<file path="config.mk">
export PLATFORM = sky130hd
export DESIGN_NAME = alu_cmd_sequencer
export DESIGN_NICKNAME = d
export VERILOG_FILES = /design/src/rtl/alu_cmd_sequencer.sv
export SDC_FILE = /design/constraint.sdc
export NUM_CORES = 1
export LEC_CHECK = 0
export ABC_AREA = 1
export CAP_MARGIN = 0
export CORE_MARGIN = 2
export CORE_UTILIZATION = 51
export DETAILED_ROUTE_END_ITERATION = 6
export GPL_ROUTABILITY_DRIVEN = 0
export PLACE_DENSITY = 0.73
export SYNTH_ARGS = -nofsm -noshare
export SYNTH_HDL_FRONTEND = slang
export SYNTH_SLANG_ARGS = --single-unit
</file>
<file path="constraint.sdc">
create_clock -name clk -period 5.7 [get_ports clk]
set_input_delay 1.71 -clock clk [delete_from_list [all_inputs] [get_ports clk]]
set_output_delay 1.71 -clock clk [all_outputs]
set_load 0.02 [all_outputs]
</file>
<file path="src/rtl/alu_cmd_sequencer.sv">
// Tagged ALU command front-end and in-order result collector for a fixed-latency ALU.
// Latency: 2+ALU_LAT edges from command acceptance to res_valid; the FIFO stage adds one edge.
// Backpressure: issue consumes result-FIFO credits, so results are never dropped and cmd_ready falls only when the command FIFO fills.
module alu_seq_fifo #(
  parameter int W     = 8,
  parameter int DEPTH = 4
) (
  input  logic                     clk,
  input  logic                     rst_n,
  input  logic                     push_i,
  input  logic                     pop_i,
  input  logic [W-1:0]             wdat_i,
  output logic [W-1:0]             rdat_o,
  output logic [$clog2(DEPTH):0]   count_o,
  output logic                     full_o,
  output logic                     empty_o
);
  localparam int AW = $clog2(DEPTH);

  logic [W-1:0]  mem_q [DEPTH];
  logic [AW-1:0] wptr_q, rptr_q;
  logic [AW:0]   cnt_q, cnt_d;
  logic          do_push, do_pop;

  assign empty_o = (cnt_q == '0);
  assign full_o  = (cnt_q == (AW+1)'(DEPTH));
  assign count_o = cnt_q;
  assign rdat_o  = mem_q[rptr_q];

  // A push into a full FIFO is legal when the head leaves on the same edge.
  assign do_pop  = pop_i && !empty_o;
  assign do_push = push_i && (!full_o || do_pop);

  always_comb begin
    cnt_d = cnt_q + {{AW{1'b0}}, do_push} - {{AW{1'b0}}, do_pop};
  end

  always_ff @(posedge clk) begin
    if (!rst_n) begin
      wptr_q <= '0;
      rptr_q <= '0;
      cnt_q  <= '0;
    end else begin
      if (do_push) wptr_q <= wptr_q + AW'(1);
      if (do_pop)  rptr_q <= rptr_q + AW'(1);
      cnt_q <= cnt_d;
    end
  end

  always_ff @(posedge clk) begin
    if (do_push) mem_q[wptr_q] <= wdat_i;
  end
endmodule

module alu_cmd_sequencer #(
  parameter int WIDTH     = 32,
  parameter int CMD_DEPTH = 4,
  parameter int RES_DEPTH = 4,
  parameter int ALU_LAT   = 2
) (
  input  logic             clk,
  input  logic             rst_n,
  input  logic             cmd_valid,
  output logic             cmd_ready,
  input  logic [3:0]       cmd_opcode,
  input  logic [WIDTH-1:0] cmd_a,
  input  logic [WIDTH-1:0] cmd_b,
  input  logic [4:0]       cmd_shamt,
  input  logic [3:0]       cmd_tag,
  output logic [3:0]       alu_opcode,
  output logic [WIDTH-1:0] alu_input1,
  output logic [WIDTH-1:0] alu_input2,
  output logic [4:0]       alu_shiftValue,
  input  logic [WIDTH-1:0] alu_result,
  input  logic             alu_carry,
  output logic             res_valid,
  input  logic             res_ready,
  output logic [WIDTH-1:0] res_data,
  output logic             res_carry,
  output logic             res_zero,
  output logic             res_sign,
  output logic [3:0]       res_tag,
  output logic             idle
);
  typedef struct packed {
    logic [3:0]       opcode;
    logic [WIDTH-1:0] a;
    logic [WIDTH-1:0] b;
    logic [4:0]       shamt;
    logic [3:0]       tag;
  } cmd_t;

  typedef struct packed {
    logic [WIDTH-1:0] data;
    logic             carry;
    logic             zero;
    logic             sign;
    logic [3:0]       tag;
  } res_t;

  localparam int CW = $clog2(RES_DEPTH + ALU_LAT + 2) + 1;

  cmd_t                       cmd_in, cmd_head;
  logic                       cmd_full, cmd_empty;
  logic [$clog2(CMD_DEPTH):0] cmd_count;
  res_t                       res_in, res_head;
  logic                       res_full, res_empty, res_wr, res_pop;
  logic [$clog2(RES_DEPTH):0] res_count;

  logic [3:0]       alu_opcode_q, alu_opcode_d;
  logic [WIDTH-1:0] alu_input1_q, alu_input1_d;
  logic [WIDTH-1:0] alu_input2_q, alu_input2_d;
  logic [4:0]       alu_shift_q, alu_shift_d;
  logic             issue_v_q;
  logic [3:0]       issue_tag_q;
  logic [ALU_LAT-1:0] sh_v_q;
  logic [3:0]       sh_tag_q [ALU_LAT];
  logic [3:0]       sh_op_q  [ALU_LAT];

  logic [CW-1:0]    inflight, credit_used;
  logic             issue;
  logic [3:0]       last_op;

  assign cmd_in = '{opcode: cmd_opcode, a: cmd_a, b: cmd_b, shamt: cmd_shamt, tag: cmd_tag};

  alu_seq_fifo #(.W($bits(cmd_t)), .DEPTH(CMD_DEPTH)) u_cmd_fifo (
    .clk     (clk),
    .rst_n   (rst_n),
    .push_i  (cmd_valid && cmd_ready),
    .pop_i   (issue),
    .wdat_i  (cmd_in),
    .rdat_o  (cmd_head),
    .count_o (cmd_count),
    .full_o  (cmd_full),
    .empty_o (cmd_empty)
  );

  assign cmd_ready = !cmd_full;

  always_comb begin
    inflight = CW'(issue_v_q);
    for (int i = 0; i < ALU_LAT; i++) inflight = inflight + CW'(sh_v_q[i]);
  end

  // Every queued result plus every command still in the ALU holds one result-FIFO slot.
  assign res_pop     = res_valid && res_ready;
  assign credit_used = CW'(res_count) + inflight - CW'(res_pop);
  assign issue       = !cmd_empty && (credit_used < CW'(RES_DEPTH));

  always_comb begin
    alu_opcode_d = alu_opcode_q;
    alu_input1_d = alu_input1_q;
    alu_input2_d = alu_input2_q;
    alu_shift_d  = alu_shift_q;
    if (issue) begin
      alu_opcode_d = cmd_head.opcode;
      alu_input1_d = cmd_head.a;
      alu_input2_d = cmd_head.b;
      alu_shift_d  = cmd_head.shamt;
    end
  end

  always_ff @(posedge clk) begin
    if (!rst_n) begin
      alu_opcode_q <= '0;
      alu_input1_q <= '0;
      alu_input2_q <= '0;
      alu_shift_q  <= '0;
      issue_v_q    <= 1'b0;
      issue_tag_q  <= '0;
      sh_v_q       <= '0;
      for (int i = 0; i < ALU_LAT; i++) begin
        sh_tag_q[i] <= '0;
        sh_op_q[i]  <= '0;
      end
    end else begin
      alu_opcode_q <= alu_opcode_d;
      alu_input1_q <= alu_input1_d;
      alu_input2_q <= alu_input2_d;
      alu_shift_q  <= alu_shift_d;
      issue_v_q    <= issue;
      issue_tag_q  <= cmd_head.tag;
      sh_v_q[0]    <= issue_v_q;
      sh_tag_q[0]  <= issue_tag_q;
      sh_op_q[0]   <= alu_opcode_q;
      for (int i = 1; i < ALU_LAT; i++) begin
        sh_v_q[i]   <= sh_v_q[i-1];
        sh_tag_q[i] <= sh_tag_q[i-1];
        sh_op_q[i]  <= sh_op_q[i-1];
      end
    end
  end

  assign alu_opcode     = alu_opcode_q;
  assign alu_input1     = alu_input1_q;
  assign alu_input2     = alu_input2_q;
  assign alu_shiftValue = alu_shift_q;

  assign res_wr  = sh_v_q[ALU_LAT-1];
  assign last_op = sh_op_q[ALU_LAT-1];

  // Carry is only meaningful for ADD/SUB; other opcodes leave junk on the ALU carry.
  always_comb begin
    res_in.data  = alu_result;
    res_in.zero  = (alu_result == '0);
    res_in.sign  = alu_result[WIDTH-1];
    res_in.carry = ((last_op == 4'd0) || (last_op == 4'd1)) && alu_carry;
    res_in.tag   = sh_tag_q[ALU_LAT-1];
  end

  alu_seq_fifo #(.W($bits(res_t)), .DEPTH(RES_DEPTH)) u_res_fifo (
    .clk     (clk),
    .rst_n   (rst_n),
    .push_i  (res_wr),
    .pop_i   (res_pop),
    .wdat_i  (res_in),
    .rdat_o  (res_head),
    .count_o (res_count),
    .full_o  (res_full),
    .empty_o (res_empty)
  );

  assign res_valid = !res_empty;
  assign res_data  = res_valid ? res_head.data  : '0;
  assign res_carry = res_valid && res_head.carry;
  assign res_zero  = res_valid && res_head.zero;
  assign res_sign  = res_valid && res_head.sign;
  assign res_tag   = res_valid ? res_head.tag   : '0;

  assign idle = (cmd_count == '0) && res_empty && (inflight == '0);

  res_no_overflow: assert property (@(posedge clk) disable iff (!rst_n) !(res_wr && res_full));
endmodule

</file>
==> results.md, run 1 <==
| Step | Result | Reported |
| --- | --- | --- |
| drt | Count of nets left with antenna violations after detail routing | 0 |
| timing | Final setup TNS | 0 ns |
| timing | Fin. max-slew vios | 0 |
| layout | Layout net count | 2207 |
| drt | Average wire per standard cell | 18.0 um |
| drt | DR vias | 14200 |
| power | Total net switching power | 4.11 mW |
| clock network | CTS max path bufs | 3 |
| clock network | Count of hold-fix buffers inserted at cts | 0 |
| logic synthesis | Post-synthesis sequential element count | 572 |
| logic synthesis | Proportion of netlist area held by the largest area contributor | 63.1% |
| drt | Via/cell ratio | 5.34 |
| grt | Global-route wire length before repair | 74000 um |
| worst setup path | Kind of critical path | reg2out |
| timing | Final Critical Period | 4.65 ns |
| flow run | Max Cap Violations | 0 |
| timing | Final hold slack | 0.408 ns |
| clock network | Root cell of the clock tree | clkbuf_16 |
| floorplanning | Die Height | 211 um |
| layout | Commonest non-fill, non-tap cell in the layout | nor2_1 |
| clock network | Quantity of gates resized following cts | 0 |
| timing | Worst slew slack as a fraction of its limit | 38.7% |
| grt | Antenna violations before repair | 6 |
| logic synthesis | Proportion of synthesized chip area in sequential cells | 73.4% |
| layout | Area growth syn-to-layout | 21.5% |
| floorplanning | # rows | 75 |
| clock network | Number of clock sinks | 572 |
| power | IR Drop Worst-Case VDD | 0.311 mV |
| floorplanning | Core area | 0.0421 sq mm |
| grt | Remaining global-route overflow | 0 |
| logic synthesis | Cell count after synthesis | 1873 |
| logic synthesis | Mean cell area of the mapped netlist | 11.7 sq um |
| power | Internal power consumption | 8.66 mW |
| timing | Fmax achieved | 215 MHz |
| logic synthesis | Number of nets produced by synthesis | 2005 |
| drt | Post-route DRC violation count | 0 |
| grt | Largest net degree at the start of global routing | 146 |
| logic synthesis | Cell taking the most area after synthesis | edfxtp_1 |
| worst setup path | Required time worst endpoint | 3.99 ns |
| power | Fraction of power consumed by the clock network | 30.3% |
| floorplanning | Area enclosed by the die boundary | 0.0446 sq mm |
| worst hold path | Type of the most critical hold path | reg2reg |
| timing | Slew of the pin with the lowest slew margin | 0.920 ns |
| worst setup path | Startpoint type of the worst setup path | flip-flop |
| drt | 1st-pass router iterations | 6 |
| grt | Vias in the first global route | 13800 |
| clock network | Clock latency at the later pin of the worst-skew pair | 0.60 ns |
| drt | Total detailed-routing wirelength | 48000 um |
| timing | Setup Skew | 0.0215 ns |
| power | Switching power share of the total | 32.2% |
| logic synthesis | Area of the mapped netlist | 0.0219 sq mm |
| placed design | Estimated wirelength of the detail-placed design | 26500 um |
| layout | Util after Layout | 63.1% |
| placed design | Post-Place Worst Slack | 0.915 ns |
| worst setup path | Critical path endpoint category | output pin |
| run status | Result of the run | finished, final reports clean |
| timing | Post-route clock period utilization | 81.5% |
| logic synthesis | Distinct cell type count after synthesis | 26 |
| logic synthesis | YS warnings | 0 |
| layout | Commonest non-fill, non-tap cells in the layout | nor2_1 (479), edfxtp_1 (460), o21ai_0 (240) |
| clock network | Clock slew at reported path FFs | 0.06 ns |
| grt | Tot GR Track Use | 21.4% |
| logic synthesis | Most area-consuming cells after synthesis | edfxtp_1 (63%), dfxtp_1 (10%), nor2_1 (8.4%) |
| timing | Final critical-path setup slack | 1.05 ns |
| layout | Non-filler instance count after layout | 2662 |
| floorplanning | Number of top-level pins | 229 |
| clock network | Htree depth | 2 |
| power | Power density cells | 481 mW/mm^2 |
| layout | Fraction of final layout cells with drive strength greater than 1 | 6.18% |
| layout | Area used by multi-input combinational logic | 0.00486 sq mm |
| placed design | Number of cells in the design after placement | 2557 |
| power | Sequential fraction of design power | 41.1% |
| timing | Unrepaired setup endpoints after global routing | false |
| drt | Number of violations reported at the end of detailed-routing iteration 0 | 1002 |
| floorplanning | Initial core utilization | 51.9% |
| power | Share of total power in combinational logic | 28.6% |
| clock network | Setup Buffers After CTS | 0 |
| layout | Fillcell total | 3156 |
| timing | Count of final hold-check violations | 0 |
| timing | Setup violation total in the final timing report | 0 |
| clock network | Cts bufs inserted | 55 |
| worst setup path | Data arrival at the endpoint of the critical path | 2.94 ns |
| layout | Total area of sequential cells | 0.0161 sq mm |
| worst setup path | Crit path max fanout | 58 |
| power | Leak Pwr | 9.77 nW |
| floorplanning | Overall die width | 211 um |
| placed design | Count of port buffers added during placement | 228 |
| clock network | Clock tree from TritonCTS | yes |
synthesized netlist by cell type:
| cell | number |
|---|---|
| buf_1 | 5 |
| ha_1 | 15 |
| inv_2 | 2 |
| a21oi_1 | 53 |
| nor4_1 | 6 |
| xnor2_1 | 1 |
| nand3_2 | 1 |
| o21ai_0 | 240 |
| edfxtp_1 | 460 |
| nand2_1 | 172 |
| and3_1 | 1 |
| clkbuf_1 | 59 |
| fa_1 | 3 |
| nand3b_1 | 3 |
| nor2_1 | 487 |
| buf_4 | 4 |
| buf_6 | 14 |
| clkinv_1 | 1 |
| xor2_1 | 3 |
| nand3_1 | 5 |
| o22ai_1 | 69 |
| a31o_2 | 1 |
| nand4_1 | 4 |
| dfxtp_1 | 112 |
| inv_1 | 128 |
| buf_2 | 24 |
cell type report:
cell class | instances | share of cell area, %
clock inverter | 31 | 1.66
sequential | 572 | 60.4
tap | 539 | 2.54
timing repair buffer | 251 | 9.46
clock buffer | 71 | 5.75
antenna | 3 | 0.0282
multi-input combinational | 1064 | 18.3
inverter | 131 | 1.86
through the flow:
stage	instance area [sq um]	power (mW)
finish	26600	12.8
global placement	24600	8.88
global route	26600	13.4
CTS	26600	12.9
detailed placement	24600	8.97
floorplan	21900	7.71
power by group through the flow:
stage	clock, mW	sequential [mW]	combinational, mW
after floorplan	0	5.44	2.28
after global placement	0	5.32	3.57
after detailed placement	0	5.33	3.65
after CTS	3.94	5.25	3.69
after global routing	4.10	5.29	4.06
final	3.87	5.25	3.65
cells by family (layout without fill, tap and decap cells):
family | after synthesis | after routing | share of synthesized area [%]
buf+inv | 237 | 484 | 4.75
compound gates | 363 | 363 | 8.71
xor+xnor | 4 | 4 | 0.160
simple gates | 679 | 679 | 11.9
other cells | 0 | 3 | 0
fa+ha+maj | 18 | 18 | 1.13
flops | 572 | 572 | 73.4
worst paths after layout:
kind | from | endpoint | slack, ns | depth (start not counted)
setup / recovery | flip-flop | res_data[31] | 1.05 | 5
hold / removal | sh_tag_q[0][0] | sh_tag_q[0][4] | 0.41 | 2
setup reg to reg | u_res_fifo.count_o[2] | u_cmd_fifo.count_o[2] | 2.10 | 19
hold reg to reg | sh_tag_q[0][0] | sh_tag_q[0][4] | 0.41 | 2
layer usage:
layer | up-vias | track usage, % | share of wire, %
met5 | - | 0 | 0.11
met4 | 8 | 8.01 | 2.8
met3 | 100 | 5.00 | 7.0
met2 | 463 | 36.4 | 49
met1 | 6840 | 26.8 | 41
li1 | 6814 | - | -
critical path, stage by stage, from the launching register on:
cell and delay [ns]:
dfxtp_2 0.31, inv_1 0.38, buf_4 0.54, o21ai_0 0.17, a21oi_1 0.26, clkdlybuf4s50_1 0.66
state kept, by name (all words and copies together) (netlist names), 3 cells and up, named ones only:
name	cells
sh_op_q	6
u_res_fifo.mem_q	152
sh_tag_q	8
u_cmd_fifo.count_o	3
u_cmd_fifo.mem_q	308
alu_shiftValue	5
u_res_fifo.count_o	3
alu_input1	32
alu_opcode	4
alu_input2	32
issue_tag_q	4
(Power assumes the default switching activity.)
==> inputs of run 2 (changes only) <==
Clock period 5.7 ns to 4.1 ns, I/O delays scaled along.
==> results.md, run 2 (same netlist as run 1, synthesis figures left out) <==
| Step | Result | Reported |
| --- | --- | --- |
| floorplanning | Initial core utilization | 51.9% |
| layout | Register with the highest flop count | u_cmd_fifo.mem_q |
| grt | Remaining global-route overflow | 0 |
| timing | Final Critical Period | 3.85 ns |
| worst setup path | Critical path endpoint category | output pin |
| clock network | Htree depth | 2 |
| timing | Slew of the pin with the lowest slew margin | 1.03 ns |
| worst hold path | Type of the most critical hold path | reg2reg |
| layout | Layout net count | 2221 |
| clock network | Clock slew at reported path FFs | 0.06 ns |
| drt | Number of violations reported at the end of detailed-routing iteration 0 | 1131 |
| timing | Setup violation total in the final timing report | 0 |
| timing | Worst slew slack as a fraction of its limit | 31.6% |
| run status | Result of the run | finished, final reports clean |
| timing | Setup Skew | 0.0139 ns |
| worst setup path | Required time worst endpoint | 2.87 ns |
| floorplanning | Core area | 0.0421 sq mm |
| power | IR Drop Worst-Case VDD | 0.508 mV |
| layout | Final instance area | 0.0266 sq mm |
| drt | Average wire per standard cell | 17.9 um |
| drt | Count of nets left with antenna violations after detail routing | 0 |
| drt | Via/cell ratio | 5.29 |
| layout | Leading registers by flop count | u_cmd_fifo.mem_q: 308 flops, u_res_fifo.mem_q: 152 flops |
| clock network | Count of hold-fix buffers inserted at cts | 0 |
| floorplanning | Overall die width | 211 um |
| layout | Commonest non-fill, non-tap cell in the layout | nor2_1 |
| drt | 1st-pass router iterations | 5 |
| floorplanning | # rows | 75 |
| layout | Fillcell total | 3141 |
| layout | Max reg flops | 308 |
| grt | Tot GR Track Use | 21.2% |
| grt | Antenna violations before repair | 8 |
| worst setup path | Startpoint type of the worst setup path | flip-flop |
| worst setup path | Kind of critical path | reg2out |
| timing | Final setup TNS | 0 ns |
| timing | Unrepaired setup endpoints after global routing | false |
| grt | Largest net degree at the start of global routing | 101 |
| grt | Global-route wire length before repair | 73200 um |
| timing | Count of final hold-check violations | 0 |
| layout | Area growth syn-to-layout | 21.4% |
| timing | Fin. max-slew vios | 0 |
| floorplanning | Area enclosed by the die boundary | 0.0446 sq mm |
| clock network | Cts bufs inserted | 54 |
| timing | Fmax achieved | 260 MHz |
| placed design | Number of cells in the design after placement | 2569 |
| clock network | Clock latency at the later pin of the worst-skew pair | 0.60 ns |
| worst setup path | Data arrival at the endpoint of the critical path | 2.62 ns |
| worst setup path | Sequence of cells on the critical path | inv_1, buf_4, o21ai_0, a21oi_1, clkdlybuf4s50_1 |
| timing | Post-route clock period utilization | 93.9% |
| worst setup path | Worst path slowest cell | clkdlybuf4s50_1 |
| layout | Fraction of final layout cells with drive strength greater than 1 | 6.47% |
| layout | Non-filler instance count after layout | 2673 |
| placed design | Count of port buffers added during placement | 228 |
| drt | Total detailed-routing wirelength | 47800 um |
| clock network | Root cell of the clock tree | clkbuf_16 |
| worst setup path | Crit path max fanout | 76 |
| grt | Vias in the first global route | 13900 |
| layout | Commonest non-fill, non-tap cells in the layout | nor2_1 (479), edfxtp_1 (460), o21ai_0 (240) |
| placed design | Area after detailed placement | 0.0248 sq mm |
| clock network | Clock tree from TritonCTS | yes |
| clock network | Number of clock sinks | 572 |
| worst setup path | Crit path largest cell delay | 0.66 ns |
| power | Power density cells | 655 mW/mm^2 |
| power | Leak Pwr | 9.75 nW |
| clock network | CTS max path bufs | 3 |
| drt | Post-route DRC violation count | 0 |
| drt | DR vias | 14100 |
| placed design | Estimated wirelength of the detail-placed design | 26700 um |
| floorplanning | Number of top-level pins | 229 |
| floorplanning | Die Height | 211 um |
| flow run | Max Cap Violations | 0 |
[run 2: cell types whose count changed in the layout (fill, tap and decap cells not counted), moves of 2 or more]
cell        change
buf_12          +6
buf_4           +9
bufinv_16       -6
clkbuf_1        +6
clkinv_1        +2
clkinv_2        -4
clkinvlp_4      +5
diode_2         -2
inv_1           -2
[run 2: layout make-up]
class | instances | area (sq um) | area share (%)
Antenna cell | 1 | 2.50 | 0.00942
Clock buffer | 76 | 1530 | 5.74
Clock inverter | 24 | 245 | 0.923
Inverter | 131 | 503 | 1.89
Multi-Input combinational cell | 1064 | 4860 | 18.3
Sequential cell | 572 | 16100 | 60.4
Tap cell | 539 | 674 | 2.54
Timing Repair Buffer | 266 | 2700 | 10.2
[run 2: per-stage QoR]
step | util, % | total power, mW | worst slack [ns] | hold slack [ns]
after floorplan | - | 10.7 | -1.03 | 0.390
after global placement | 58.8 | 12.4 | 0.0293 | 0.394
after detailed placement | 58.8 | 12.6 | -0.00840 | 0.397
after CTS | 63.0 | 17.5 | 0.0284 | 0.410
after global routing | 63.1 | 18.4 | 0.00348 | 0.431
final | 63.1 | 17.4 | 0.249 | 0.408
[run 2: final timing paths]
path	depth (start not counted)	to	slack, ns	from
setup / recovery	5	res_sign	0.25	flip-flop
hold reg to reg	2	sh_tag_q[0][7]	0.41	sh_tag_q[0][3]
setup reg to reg	20	u_cmd_fifo.count_o[2]	0.79	u_res_fifo.count_o[2]
hold / removal	2	sh_tag_q[0][7]	0.41	sh_tag_q[0][3]
[run 2: worst max-delay path: cells and delay by family (launching register included)]
kind	cells	cell delay, ns
DFF	1	0.34
AOI/OAI and AO/OA	2	0.45
buffers and inverters	3	1.23
[run 2: routing by layer]
metal,global-route usage (%),up-vias,part of all wire [%]
met5,0,-,0.21
met4,5.88,14,1.9
met3,5.87,74,8.2
met2,36.5,442,49
met1,26.3,6777,40
li1,-,6827,-
[run 2: power by group]
| group | internal [mW] | total (mW) | switching (mW) |
|---|---|---|---|
| Sequential | 6.96 | 7.29 | 0.329 |
| Clock | 2.85 | 4.93 | 2.08 |
| Combinational | 1.90 | 5.18 | 3.28 |
[run 2: repair_timing]
action                                  4_1_cts  5_1_grt
gates resized for setup                       0        2
endpoints found under the setup margin        0       26
setup buffers                                 0        3
